**config.mk**
```make
export PLATFORM = sky130hd
export DESIGN_NAME = sp_dram_arbiter_flat
export DESIGN_NICKNAME = d
export VERILOG_FILES = /design/src/rtl/sp_dram_arbiter_if.sv /design/src/rtl/sp_dram_arbiter.sv /design/src/flat_wrapper.sv
export SDC_FILE = /design/constraint.sdc
export NUM_CORES = 1
export LEC_CHECK = 0
export BUFFER_PORTS_ARGS = -buffer_cell sky130_fd_sc_hd__buf_2
export CORE_AREA = 2 2 359 361
export DETAILED_ROUTE_END_ITERATION = 6
export DIE_AREA = 0 0 361 363
export GPL_TIMING_DRIVEN = 0
export PLACE_DENSITY = 0.46
export SKIP_CTS_REPAIR_TIMING = 1
export SLEW_MARGIN = 15
export SYNTH_ARGS = -nofsm -noshare
export SYNTH_HDL_FRONTEND = slang
export SYNTH_SLANG_ARGS = --single-unit
```
**constraint.sdc**
```tcl
create_clock -name clk -period 24.5 [get_ports clk]
set_input_delay 1.225 -clock clk [delete_from_list [all_inputs] [get_ports clk]]
set_output_delay 1.225 -clock clk [all_outputs]
set_load 0.01 [all_outputs]
```
**src/rtl/sp_dram_arbiter_if.sv**
```systemverilog
// sp_dram-style user port: request bus toward memory, full flag and read return back.
// The master drives requests; the slave accepts them and returns read data.
interface sp_dram_arbiter_if #(
  parameter int ADDR_WIDTH = 25,
  parameter int DATA_WIDTH = 128,
  parameter int MASK_WIDTH = 16
);
  logic [ADDR_WIDTH-1:0] addr;
  logic [DATA_WIDTH-1:0] wdata;
  logic [MASK_WIDTH-1:0] mask;
  logic                  we;
  logic                  re;
  logic                  full;
  logic [DATA_WIDTH-1:0] rdata;
  logic                  ravail;

  modport master (output addr, wdata, mask, we, re, input full, rdata, ravail);
  modport slave  (input addr, wdata, mask, we, re, output full, rdata, ravail);
endinterface

```
**src/rtl/sp_dram_arbiter.sv**
```systemverilog
// Two-port round-robin arbiter in front of the sp_dram user port. Each port has a
// one-entry request buffer; a port-id tag FIFO routes in-order read returns back.
module sp_dram_arbiter #(
  parameter int ADDR_WIDTH = 25,
  parameter int DATA_WIDTH = 128,
  parameter int MASK_WIDTH = 16,
  parameter int TAG_DEPTH  = 16,
  parameter int TAG_AW     = 4
) (
  input  logic                clk,
  input  logic                rst,
  sp_dram_arbiter_if.slave    p0,
  sp_dram_arbiter_if.slave    p1,
  sp_dram_arbiter_if.master   mem,
  output logic [TAG_AW:0]     rd_pending,
  output logic                err
);
  localparam logic [TAG_AW:0] TAG_LIMIT = (TAG_AW+1)'(TAG_DEPTH);

  logic [1:0]            req_we;
  logic [1:0]            req_re;
  logic [ADDR_WIDTH-1:0] req_addr  [2];
  logic [DATA_WIDTH-1:0] req_wdata [2];
  logic [MASK_WIDTH-1:0] req_mask  [2];

  logic [1:0]            pend_q, pend_d;
  logic [1:0]            op_we_q, op_we_d;
  logic [ADDR_WIDTH-1:0] addr_q [2], addr_d [2];
  logic [DATA_WIDTH-1:0] wdata_q [2], wdata_d [2];
  logic [MASK_WIDTH-1:0] mask_q [2], mask_d [2];
  logic [DATA_WIDTH-1:0] rdata_q [2], rdata_d [2];
  logic [1:0]            ravail_q, ravail_d;
  logic                  rr_last_q, rr_last_d;
  logic [TAG_DEPTH-1:0]  tag_mem_q, tag_mem_d;
  logic [TAG_AW-1:0]     wr_ptr_q, wr_ptr_d;
  logic [TAG_AW-1:0]     rd_ptr_q, rd_ptr_d;
  logic [TAG_AW:0]       cnt_q, cnt_d;
  logic                  err_q, err_d;

  logic [1:0]            elig;
  logic                  gnt;
  logic                  issue;
  logic                  push;
  logic                  pop;

  assign req_we[0]    = p0.we;
  assign req_we[1]    = p1.we;
  assign req_re[0]    = p0.re;
  assign req_re[1]    = p1.re;
  assign req_addr[0]  = p0.addr;
  assign req_addr[1]  = p1.addr;
  assign req_wdata[0] = p0.wdata;
  assign req_wdata[1] = p1.wdata;
  assign req_mask[0]  = p0.mask;
  assign req_mask[1]  = p1.mask;

  // A read may only issue while a tag slot is free (registered count only).
  always_comb begin
    elig = '0;
    for (int i = 0; i < 2; i++) begin
      elig[i] = pend_q[i] & (op_we_q[i] | (cnt_q < TAG_LIMIT));
    end
    gnt   = (elig == 2'b11) ? ~rr_last_q : elig[1];
    issue = (|elig) & ~mem.full & ~rst;
    push  = issue & ~op_we_q[gnt];
    pop   = mem.ravail & (cnt_q != '0);
  end

  for (genvar gi = 0; gi < TAG_DEPTH; gi++) begin : g_tag
    assign tag_mem_d[gi] = (push && (wr_ptr_q == TAG_AW'(gi))) ? gnt : tag_mem_q[gi];
  end

  always_comb begin
    for (int i = 0; i < 2; i++) begin
      pend_d[i]   = pend_q[i];
      op_we_d[i]  = op_we_q[i];
      addr_d[i]   = addr_q[i];
      wdata_d[i]  = wdata_q[i];
      mask_d[i]   = mask_q[i];
      rdata_d[i]  = rdata_q[i];
      ravail_d[i] = 1'b0;
      if (issue && (gnt == i[0])) begin
        pend_d[i] = 1'b0;
      end
      if (!pend_q[i] && (req_we[i] || req_re[i])) begin
        pend_d[i]  = 1'b1;
        op_we_d[i] = req_we[i];
        addr_d[i]  = req_addr[i];
        wdata_d[i] = req_wdata[i];
        mask_d[i]  = req_mask[i];
      end
      if (pop && (tag_mem_q[rd_ptr_q] == i[0])) begin
        rdata_d[i]  = mem.rdata;
        ravail_d[i] = 1'b1;
      end
    end
  end

  always_comb begin
    rr_last_d = issue ? gnt : rr_last_q;
    wr_ptr_d  = wr_ptr_q + TAG_AW'(push);
    rd_ptr_d  = rd_ptr_q + TAG_AW'(pop);
    cnt_d     = cnt_q + (TAG_AW+1)'(push) - (TAG_AW+1)'(pop);
    err_d     = err_q | (mem.ravail & (cnt_q == '0));
  end

  // rr_last resets to P1 so that P0 wins the first two-way contest.
  always_ff @(posedge clk) begin
    if (rst) begin
      pend_q    <= '0;
      ravail_q  <= '0;
      rr_last_q <= 1'b1;
      wr_ptr_q  <= '0;
      rd_ptr_q  <= '0;
      cnt_q     <= '0;
      err_q     <= 1'b0;
      rdata_q   <= '{default: '0};
    end else begin
      pend_q    <= pend_d;
      ravail_q  <= ravail_d;
      rr_last_q <= rr_last_d;
      wr_ptr_q  <= wr_ptr_d;
      rd_ptr_q  <= rd_ptr_d;
      cnt_q     <= cnt_d;
      err_q     <= err_d;
      rdata_q   <= rdata_d;
    end
  end

  always_ff @(posedge clk) begin
    op_we_q   <= op_we_d;
    addr_q    <= addr_d;
    wdata_q   <= wdata_d;
    mask_q    <= mask_d;
    tag_mem_q <= tag_mem_d;
  end

  assign mem.we    = issue & op_we_q[gnt];
  assign mem.re    = push;
  assign mem.addr  = addr_q[gnt];
  assign mem.wdata = wdata_q[gnt];
  assign mem.mask  = mask_q[gnt];

  assign p0.full   = rst | pend_q[0];
  assign p1.full   = rst | pend_q[1];
  assign p0.rdata  = rdata_q[0];
  assign p1.rdata  = rdata_q[1];
  assign p0.ravail = ravail_q[0];
  assign p1.ravail = ravail_q[1];

  assign rd_pending = cnt_q;
  assign err        = err_q;
endmodule

```
**src/flat_wrapper.sv**
```systemverilog
// flat-port wrapper written by rule: the top's interface ports become plain ports
module sp_dram_arbiter_flat 
#(
  parameter int ADDR_WIDTH = 25,
  parameter int DATA_WIDTH = 128,
  parameter int MASK_WIDTH = 16,
  parameter int TAG_DEPTH  = 16,
  parameter int TAG_AW     = 4
)
  (clk, rst, rd_pending, err, p0_addr, p0_wdata, p0_mask, p0_we, p0_re, p0_full, p0_rdata, p0_ravail, p1_addr, p1_wdata, p1_mask, p1_we, p1_re, p1_full, p1_rdata, p1_ravail, mem_addr, mem_wdata, mem_mask, mem_we, mem_re, mem_full, mem_rdata, mem_ravail);
  sp_dram_arbiter_if #(.ADDR_WIDTH(ADDR_WIDTH), .DATA_WIDTH(DATA_WIDTH), .MASK_WIDTH(MASK_WIDTH)) p0_i ();
  sp_dram_arbiter_if #(.ADDR_WIDTH(ADDR_WIDTH), .DATA_WIDTH(DATA_WIDTH), .MASK_WIDTH(MASK_WIDTH)) p1_i ();
  sp_dram_arbiter_if #(.ADDR_WIDTH(ADDR_WIDTH), .DATA_WIDTH(DATA_WIDTH), .MASK_WIDTH(MASK_WIDTH)) mem_i ();
  input  logic clk;
  input  logic rst;
  output logic [TAG_AW:0] rd_pending;
  output logic err;
  input wire logic [$bits(p0_i.addr)-1:0] p0_addr;
  input wire logic [$bits(p0_i.wdata)-1:0] p0_wdata;
  input wire logic [$bits(p0_i.mask)-1:0] p0_mask;
  input wire logic [$bits(p0_i.we)-1:0] p0_we;
  input wire logic [$bits(p0_i.re)-1:0] p0_re;
  output wire logic [$bits(p0_i.full)-1:0] p0_full;
  output wire logic [$bits(p0_i.rdata)-1:0] p0_rdata;
  output wire logic [$bits(p0_i.ravail)-1:0] p0_ravail;
  input wire logic [$bits(p1_i.addr)-1:0] p1_addr;
  input wire logic [$bits(p1_i.wdata)-1:0] p1_wdata;
  input wire logic [$bits(p1_i.mask)-1:0] p1_mask;
  input wire logic [$bits(p1_i.we)-1:0] p1_we;
  input wire logic [$bits(p1_i.re)-1:0] p1_re;
  output wire logic [$bits(p1_i.full)-1:0] p1_full;
  output wire logic [$bits(p1_i.rdata)-1:0] p1_rdata;
  output wire logic [$bits(p1_i.ravail)-1:0] p1_ravail;
  output wire logic [$bits(mem_i.addr)-1:0] mem_addr;
  output wire logic [$bits(mem_i.wdata)-1:0] mem_wdata;
  output wire logic [$bits(mem_i.mask)-1:0] mem_mask;
  output wire logic [$bits(mem_i.we)-1:0] mem_we;
  output wire logic [$bits(mem_i.re)-1:0] mem_re;
  input wire logic [$bits(mem_i.full)-1:0] mem_full;
  input wire logic [$bits(mem_i.rdata)-1:0] mem_rdata;
  input wire logic [$bits(mem_i.ravail)-1:0] mem_ravail;
  assign p0_i.addr = p0_addr;
  assign p0_i.wdata = p0_wdata;
  assign p0_i.mask = p0_mask;
  assign p0_i.we = p0_we;
  assign p0_i.re = p0_re;
  assign p0_full = p0_i.full;
  assign p0_rdata = p0_i.rdata;
  assign p0_ravail = p0_i.ravail;
  assign p1_i.addr = p1_addr;
  assign p1_i.wdata = p1_wdata;
  assign p1_i.mask = p1_mask;
  assign p1_i.we = p1_we;
  assign p1_i.re = p1_re;
  assign p1_full = p1_i.full;
  assign p1_rdata = p1_i.rdata;
  assign p1_ravail = p1_i.ravail;
  assign mem_addr = mem_i.addr;
  assign mem_wdata = mem_i.wdata;
  assign mem_mask = mem_i.mask;
  assign mem_we = mem_i.we;
  assign mem_re = mem_i.re;
  assign mem_i.full = mem_full;
  assign mem_i.rdata = mem_rdata;
  assign mem_i.ravail = mem_ravail;
  sp_dram_arbiter #(.ADDR_WIDTH(ADDR_WIDTH), .DATA_WIDTH(DATA_WIDTH), .MASK_WIDTH(MASK_WIDTH), .TAG_DEPTH(TAG_DEPTH), .TAG_AW(TAG_AW)) u_core (.clk(clk), .rst(rst), .p0(p0_i), .p1(p1_i), .mem(mem_i), .rd_pending(rd_pending), .err(err));
endmodule
```
Word-level counts from Yosys, hierarchy flattened. Index checks and enable logic that the tools add are counted.

Output and inout bits: 437. Logic and storage cells: 130. Input port bits: 474. Register bits after elaboration: 631.

Add/sub/neg operators: 4. Reduce and logical (&&, ||, !) cells: 32. Bitwise logic cells: 20. Equal/unequal tests: 16. Muxes and demuxes: 20. Magnitude comparators: 4.

Operators with widths (count): 128-bit two-way mux (3); 25-bit two-way mux (3); 16-bit two-way mux (3); 4-bit equality test, second input constant (8); 1-bit logical AND (22); 4-bit by 3-bit equality test with 1-bit output, second input constant (4); 1-bit two-way mux (10); 4-bit by 1-bit adder with 4-bit output (2); 1-bit bitwise AND (8); 4-bit by 2-bit equality test with 1-bit output, second input constant (2); 1-bit inverter (6); 5-bit by 1-bit adder with 5-bit output (1); 5-bit logical NOT (1); 4-bit by 5-bit less-than comparator with 1-bit output, second input constant (1); 5-bit less-than comparator, second input constant (1); 1-bit bitwise OR (5); 5-bit nonzero test (1); 5-bit by 1-bit subtractor with 5-bit output (1); 1-bit binary-select mux with 4-bit select (1); 4-bit by 1-bit equality test with 1-bit output, second input constant (1); 4-bit logical NOT (1); 2-bit nonzero test (2); 2-bit equality test, second input constant (1); 2-bit >= comparator, second input constant (1); other kinds (5) (7).

Depth between registers and ports, before layout. Gate-level depths: netlist (run 1).

Depth after elaboration: 11. Mapped depth: 15. Mapped depth without buffers: 15.

Worst setup path before layout (run 1). OpenSTA, ideal clock, no wires.

Path kind: input to register. Start point: input port p1_re. End point: register u_core.addr_q[0] (netlist bit) (enable). Stages: 2. Data arrival time: 8.401 ns. Slack: 15.391 ns. Buffers on the path: 0. Library setup time: 0.708 ns. Cell sequence: nor2_1 > nor2_1.

Cells in the longest elaborated chain, start to end: 2.

Ends and longest elaborated chain: start: declaration (line flat_wrapper.sv:30) `input wire logic [$bits(p1_i.re)-1:0] p1_re;`; 1-bit logical OR (line sp_dram_arbiter.sv:85) `if (!pend_q[i] && (req_we[i] || req_re[i])) begin`; 1-bit logical AND (line sp_dram_arbiter.sv:85); end signal: assignment (line sp_dram_arbiter.sv:132) `addr_q <= addr_d;`; end: declaration (line sp_dram_arbiter.sv:28) `logic [ADDR_WIDTH-1:0] addr_q [2], addr_d [2];`.

No other way between the ends. A chain may end at the register's enable or synchronous reset.

Worst setup path in the final report (run 1).
Start point: register u_core.pend_q[1]. End point: output port mem_wdata[121].

Cells in the longest elaborated chain, start to end: 7.

Ends and longest elaborated chain: start: declaration (line sp_dram_arbiter.sv:26) `logic [1:0] pend_q, pend_d;`; start signal: assignment (line sp_dram_arbiter.sv:119) `pend_q <= pend_d;`; 1-bit bitwise AND * (line sp_dram_arbiter.sv:61) `elig[i] = pend_q[i] & (op_we_q[i] | (cnt_q < TAG_LIMIT));`; 2-bit equality test (line sp_dram_arbiter.sv:63) `gnt = (elig == 2'b11) ? ~rr_last_q : elig[1];`; 1-bit two-way mux * (line sp_dram_arbiter.sv:63); 1-bit inverter with 2-bit output (not written as such) * (line sp_dram_arbiter.sv:141) `assign mem.wdata = wdata_q[gnt];`; 128-bit two-way mux (not written as such) * (3 in a row) (line sp_dram_arbiter.sv:141); end: declaration (line flat_wrapper.sv:35) `output wire logic [$bits(mem_i.wdata)-1:0] mem_wdata;`.

Every way passes the cells marked *; elsewhere a longest branch is shown, timed or not. The select of a mux whose other input is x is not followed.

==> impl_metrics.py, run 1 <==
metrics = {
    "run_status": {
        "status": "finished clean",
    },
    "cells_and_area": {
        "areaGrowthSynthToFinish_pct": 40.6,
        "fin_util": 0.256,
        "final_common_cell": "buf_2",
        "final_nets": 3360,
        "final_cell_mix": "buf_2 (910), nand2_1 (512), edfxtp_1 (356)",
        "drive_above_1_share": 0.365,
    },
    "sta": {
        "fin_setup_tns_ps": 0,
        "fin_skew_ps": 18.4,
        "fmax_mhz": 185,
        "finalCriticalPeriod_ps": 5390,
        "slew_viol_final": 0,
        "tightest_slew_ps": 1140,
        "grt_setup_unrepaired": "no",
        "hold_viol": 0,
        "maxSlewHeadroom": 0.243,
        "fin_crit_sh": 0.220,
        "setup_viol": 0,
    },
    "cts": {
        "cts.sinks": 631,
        "cts_tree": "yes",
        "cts_buffers": 77,
        "path_clk_slew_ps": 60,
        "insertion_delay_ps": 650,
        "cts_root_buf": "clkbuf_16",
        "htree_num_levels": 3,
        "clockBufferDepth": 3,
    },
    "grt": {
        "grt_pass1_wl_mm": 132,
        "grt.overflow.total": 0,
        "grt_pass1_vias": 18100,
        "antenna_found_initial": 55,
        "grt_max_degree": 26,
        "grt_use_total": 0.142,
    },
    "synth": {
        "ys_seq_elements": 631,
        "synth_edf_count": 356,
        "ys_seq_area_frac": 0.699,
        "syn_inst": 1872,
        "synth_ff_type": "edfxtp_1",
        "synth_area_per_cell_sq_um": 12.4,
        "synth_nets": 2357,
        "synth_area_sq_um": 23200,
        "synth-async-reset-ratio": 0,
        "ys_types": 44,
        "synth_warnings": 0,
    },
    "routing": {
        "drtIter0Drc": 963,
        "drt_wl_total_mm": 96.3,
        "vias": 17500,
        "detail_route.vias_per_cell": 3.79,
        "first_pass_iters": 5,
        "route.detailed.drc": 0,
        "wl_per_cell_microns": 20.9,
        "antenna_left": 0,
    },
    "power": {
        "power_density_nw_per_um2": 99.3,
        "leakage_nw": 14.3,
        "power_mw": 3.23,
        "ir_drop_uv": 57.8,
    },
    "floorplanning": {
        "die_area_sq_um": 131000,
        "io_pins": 911,
        "dieHeight_microns": 363,
        "die_w_microns": 361,
        "core_area_sq_um": 127000,
        "rows": 131,
        "start_util": 0.182,
    },
    "worst_setup_path": {
        "worstPathMaxFanout": 10,
        "cp-start-kind": "flop",
        "crit_type": "reg -> out",
        "cp.arrival_ps": 4170,
        "end_kind": "primary output",
        "required_ps": 23270,
    },
    "place": {
        "place_hpwl_mm": 77.4,
        "gp_congestion": 0.807,
        "port-buffer-count": 909,
    },
    "hold_path": {
        "hp-class": "reg -> reg",
    },
    "run": {
        "maxCapViolCount": 0,
    },
}
[power by group]
part / switching, mW / internal (mW) / total, mW
clock network: 0.470 / 0.629 / 1.10
logic: 0.487 / 0.330 / 0.817
registers: 0.0574 / 1.26 / 1.32
[worst max-delay path, cell delays in order, from the launching register on]
cell and delay (ps):
dfxtp_1 480, o21ai_0 210, a31o_2 250, buf_2 280
inv_2 370, clkbuf_1 880, clkbuf_1 490, nand2_1 280
nand2_1 110, buf_2 150
[cells in the mapped netlist, types with 2 or more instances]
library cell  instances  area, sq um
a21oi_1               4         20.0
nor3b_1               2         15.0
nor2b_1               5         31.3
nand4b_1              2         17.5
buf_1                 8         30.0
inv_1                11         41.3
nor3_1                8         40.0
edfxtp_1            356        10700
nand2_1             512         1920
o21ai_0               2         10.0
nand2b_1              3         18.8
clkbuf_1             61          229
mux2i_1             265         2650
xor2_1                4         35.0
nor2_1              283         1060
buf_12               13          260
mux4_2                2         45.0
xnor2_1               3         26.3
buf_6                16          180
nand3_1               3         15.0
ha_1                 10          125
a21o_1                2         15.0
dfxtp_1             275         5510
or2_2                 2         12.5
[per-stage QoR]
| step | area (sq um) | hold WS [ps] | worst slack (ps) | std cells |
|---|---|---|---|---|
| after floorplan | 23200 | 459 | 15390 | 1872 |
| after global placement | 29800 | 468 | 10020 | 4443 |
| after detailed placement | 30100 | 475 | 19600 | 4458 |
| after CTS | 32500 | 489 | 18830 | 4595 |
| after global routing | 32600 | 503 | 18620 | 4608 |
| final | 32600 | 483 | 19110 | 4612 |
[cells by family after synthesis]
kind of cell,synth area share
AO/OA/AOI/OAI,0.00551
flip-flops,0.699
buffers and inverters,0.0326
XOR/XNOR,0.00265
multiplexers,0.116
AND/OR/NAND/NOR,0.138
adder cells (fa/ha/maj),0.00626
[per-layer routing]
metal	wire [microns]	GRT usage
met1	35700	0.152
met2	47400	0.249
met4	3920	0.0587
met3	9160	0.0574
met5	118	0
[registers in the layout (all words and copies together), names as in the netlist]
| register | count |
|---|---|
| u_core.addr_q | 50 |
| u_core.err | 1 |
| u_core.mask_q | 32 |
| u_core.op_we_q | 2 |
| u_core.p0.rdata | 128 |
| u_core.p1.rdata | 128 |
| u_core.pend_q | 2 |
| u_core.ravail_q | 2 |
| u_core.rd_pending | 5 |
| u_core.rd_ptr_q | 4 |
| u_core.rr_last_q | 1 |
| u_core.tag_mem_q | 16 |
| u_core.wdata_q | 256 |
| u_core.wr_ptr_q | 4 |
[final cells by class]
| cell class | count | area [sq um] |
|---|---|---|
| clock buffers | 108 | 2110 |
| inverters | 12 | 45.0 |
| plain buffers | 100 | 711 |
| fillers | 13700 | 94500 |
| repair buffers | 924 | 4880 |
| multi-input cells | 1129 | 6240 |
| diodes | 17 | 42.5 |
| flip-flops and latches | 631 | 16200 |
| well taps | 1662 | 2080 |
| clock inverters | 29 | 273 |
[worst paths after layout]
check	startpoint	depth (start not counted)	end	slack [ps]
hold reg to reg	u_core.p0.rdata[69]	2	u_core.p0.rdata[69]	480
hold / removal	u_core.p0.rdata[69]	2	u_core.p0.rdata[69]	480
setup reg to reg	u_core.rd_pending[2]	15	u_core.rd_pending[4]	21440
setup / recovery	u_core.pend_q[1]	9	mem_wdata[121]	19110
Note: power is estimated with default switching activity, not from simulation.
==> run 2, diff against run 1 <==
--- a/config.mk
+++ b/config.mk
@@ -6,11 +6,11 @@
 export NUM_CORES = 1
 export LEC_CHECK = 0
 export BUFFER_PORTS_ARGS = -buffer_cell sky130_fd_sc_hd__buf_2
-export CORE_AREA = 2 2 359 361
+export CORE_AREA = 2 2 352 354
 export DETAILED_ROUTE_END_ITERATION = 6
-export DIE_AREA = 0 0 361 363
+export DIE_AREA = 0 0 354 356
 export GPL_TIMING_DRIVEN = 0
-export PLACE_DENSITY = 0.46
+export PLACE_DENSITY = 0.47
 export SKIP_CTS_REPAIR_TIMING = 1
 export SLEW_MARGIN = 15
 export SYNTH_ARGS = -nofsm -noshare
==> constraint.sdc (replaced) <==
create_clock -name clk -period 5 [get_ports clk]
set_input_delay 0.25 -clock clk [delete_from_list [all_inputs] [get_ports clk]]
set_output_delay 0.25 -clock clk [all_outputs]
set_load 0.01 [all_outputs]
==> run 2 against run 1 <==
Effect of this change:
- cell count rose by 9.4%
- register-to-register slack got worse by 20000 ps
- critical path depth unchanged
- clock-buffer cell count shrank 14
- sequential power rose to 4.9 times the previous value
- non-clock buffer count increased by 473
- core utilization up 4.7 points
- hold slack worse by 200 ps
- largest cell class unchanged
- highest routed layer unchanged
==> impl_metrics.py, run 2 (synthesis gave the netlist of run 1 again) <==
metrics = {
    "grt": {
        "grt.overflow.total": 0,
        "antenna_found_initial": 23,
        "grt_pass1_wl_mm": 130,
        "grt_max_degree": 27,
        "grt_use_total": 0.146,
        "grt_pass1_vias": 17500,
    },
    "floorplanning": {
        "rows": 129,
        "start_util": 0.189,
        "die_area_sq_um": 126000,
        "io_pins": 911,
        "die_w_microns": 354,
        "core_area_sq_um": 123000,
        "dieHeight_microns": 356,
    },
    "power": {
        "power_mw": 16.2,
        "leakage_nw": 16.3,
        "power_density_nw_per_um2": 435,
        "ir_drop_uv": 296,
    },
    "cts": {
        "cts_buffers": 74,
        "insertion_delay_ps": 650,
        "clockBufferDepth": 3,
        "cts.sinks": 631,
        "cts_tree": "yes",
        "htree_num_levels": 3,
        "cts_root_buf": "clkbuf_16",
        "path_clk_slew_ps": 60,
    },
    "sta": {
        "fin_crit_sh": 0.862,
        "fin_skew_ps": 45.2,
        "fin_setup_tns_ps": 0,
        "maxSlewHeadroom": 0.271,
        "setup_viol": 0,
        "hold_viol": 0,
        "fmax_mhz": 232,
        "slew_viol_final": 0,
        "finalCriticalPeriod_ps": 4310,
        "grt_setup_unrepaired": "no",
        "tightest_slew_ps": 1090,
    },
    "cells_and_area": {
        "multiInputGateArea_sq_um": 6240,
        "top_register": "u_core.wdata_q",
        "areaGrowthSynthToFinish_pct": 60.9,
        "final_common_cell": "buf_2",
        "fillCellCount": 12800,
        "drive_above_1_share": 0.317,
        "regArea_sq_um": 16200,
        "largest_register_ffs": 256,
        "final_cell_mix": "buf_2 (911), nand2_1 (512), dlygate4sd3_1 (473)",
        "final_nets": 3830,
    },
    "worst_setup_path": {
        "cp.arrival_ps": 4060,
        "end_kind": "primary output",
        "crit_slowest_cell": "clkbuf_1",
        "crit_type": "reg -> out",
        "required_ps": 4750,
        "cp-start-kind": "flop",
        "setup.worst_path.start": "u_core.pend_q[1]",
        "critical_path.cell_chain": "o21ai_0 > a31o_2 > buf_2 > inv_2 > clkbuf_1 > clkbuf_1 > nand2_1 > nand2_1 > buf_2",
        "max_stage_delay_ps": 740,
        "worstPathMaxFanout": 10,
        "r2r-start": "u_core.pend_q[1]",
    },
    "routing": {
        "detail_route.vias_per_cell": 3.83,
        "first_pass_iters": 5,
        "vias": 19300,
        "route.detailed.drc": 0,
        "drt_wl_total_mm": 99.7,
        "wl_per_cell_microns": 19.8,
        "drtIter0Drc": 992,
        "antenna_left": 0,
    },
    "hold_path": {
        "hp-class": "in -> reg",
        "worstHoldStart": "p1_wdata[66]",
    },
    "place": {
        "place_hpwl_mm": 76.9,
        "gp_congestion": 0.822,
        "port-buffer-count": 909,
    },
    "run_status": {
        "status": "finished clean",
    },
    "run": {
        "maxCapViolCount": 0,
    },
}
==> run 2: cell count changes in the layout (fill, tap and decap cells not counted), moves of 2 or more <==
cell and delta:
clkbuf_1 -14, dlygate4sd3_1 +473, bufinv_16 +3, diode_2 -4, clkbuf_16 -3, clkbuf_8 +3
clkinv_2 +3, inv_16 -2, clkinv_16 +2
==> run 2: metal layers <==
metal  track usage  vias up  share of wire
met5             0        -        0.00010
met4        0.0588        2          0.028
met3        0.0560      144          0.078
met2         0.255      784           0.51
met1         0.158     9108           0.39
li1              -     9291              -
==> run 2: power breakdown <==
part | internal, mW | switching (mW) | total, mW | leakage [nW]
Clock | 3.14 | 2.28 | 5.42 | 1.18
Sequential | 6.18 | 0.283 | 6.46 | 5.71
Combinational | 1.86 | 2.46 | 4.32 | 9.43
Total | 11.2 | 5.02 | 16.2 | 16.3
==> run 2: layout make-up <==
| class | instances | area share |
|---|---|---|
| Antenna cell | 13 | 0.000873 |
| Buffer | 100 | 0.0191 |
| Clock buffer | 94 | 0.0544 |
| Clock inverter | 31 | 0.00990 |
| Inverter | 12 | 0.00121 |
| Multi-Input combinational cell | 1129 | 0.167 |
| Sequential cell | 631 | 0.434 |
| Tap cell | 1637 | 0.0549 |
| Timing Repair Buffer | 1397 | 0.258 |
==> run 2: through the flow <==
stage,instances,setup slack (ps),utilization,hold slack [ps],instance area [sq um]
2_1_floorplan,1872,1690,-,349,23200
3_3_place_gp,4418,-299,0.243,426,29800
3_5_place_dp,4433,1110,0.246,428,30100
4_1_cts,4558,347,0.265,-324,32500
5_1_grt,5038,262,0.304,253,37300
6_report,5044,691,0.304,283,37300
==> run 2: final timing paths <==
check	end	slack, ps	cells after the start
worst max-delay path	mem_addr[6]	690	9
worst min-delay path	u_core.wdata_q[66]	280	2
worst max register to register	u_core.pend_q[0]	1800	8
worst min register to register	u_core.p1.rdata[22]	480	2
==> run 2: worst max-delay path: cells and delay by family, from the launching register on <==
family	cells	cell delay [ps]
flip-flops	1	460
buffers and inverters	5	2030
AND/OR/NAND/NOR	2	430
AO/OA/AOI/OAI	2	450
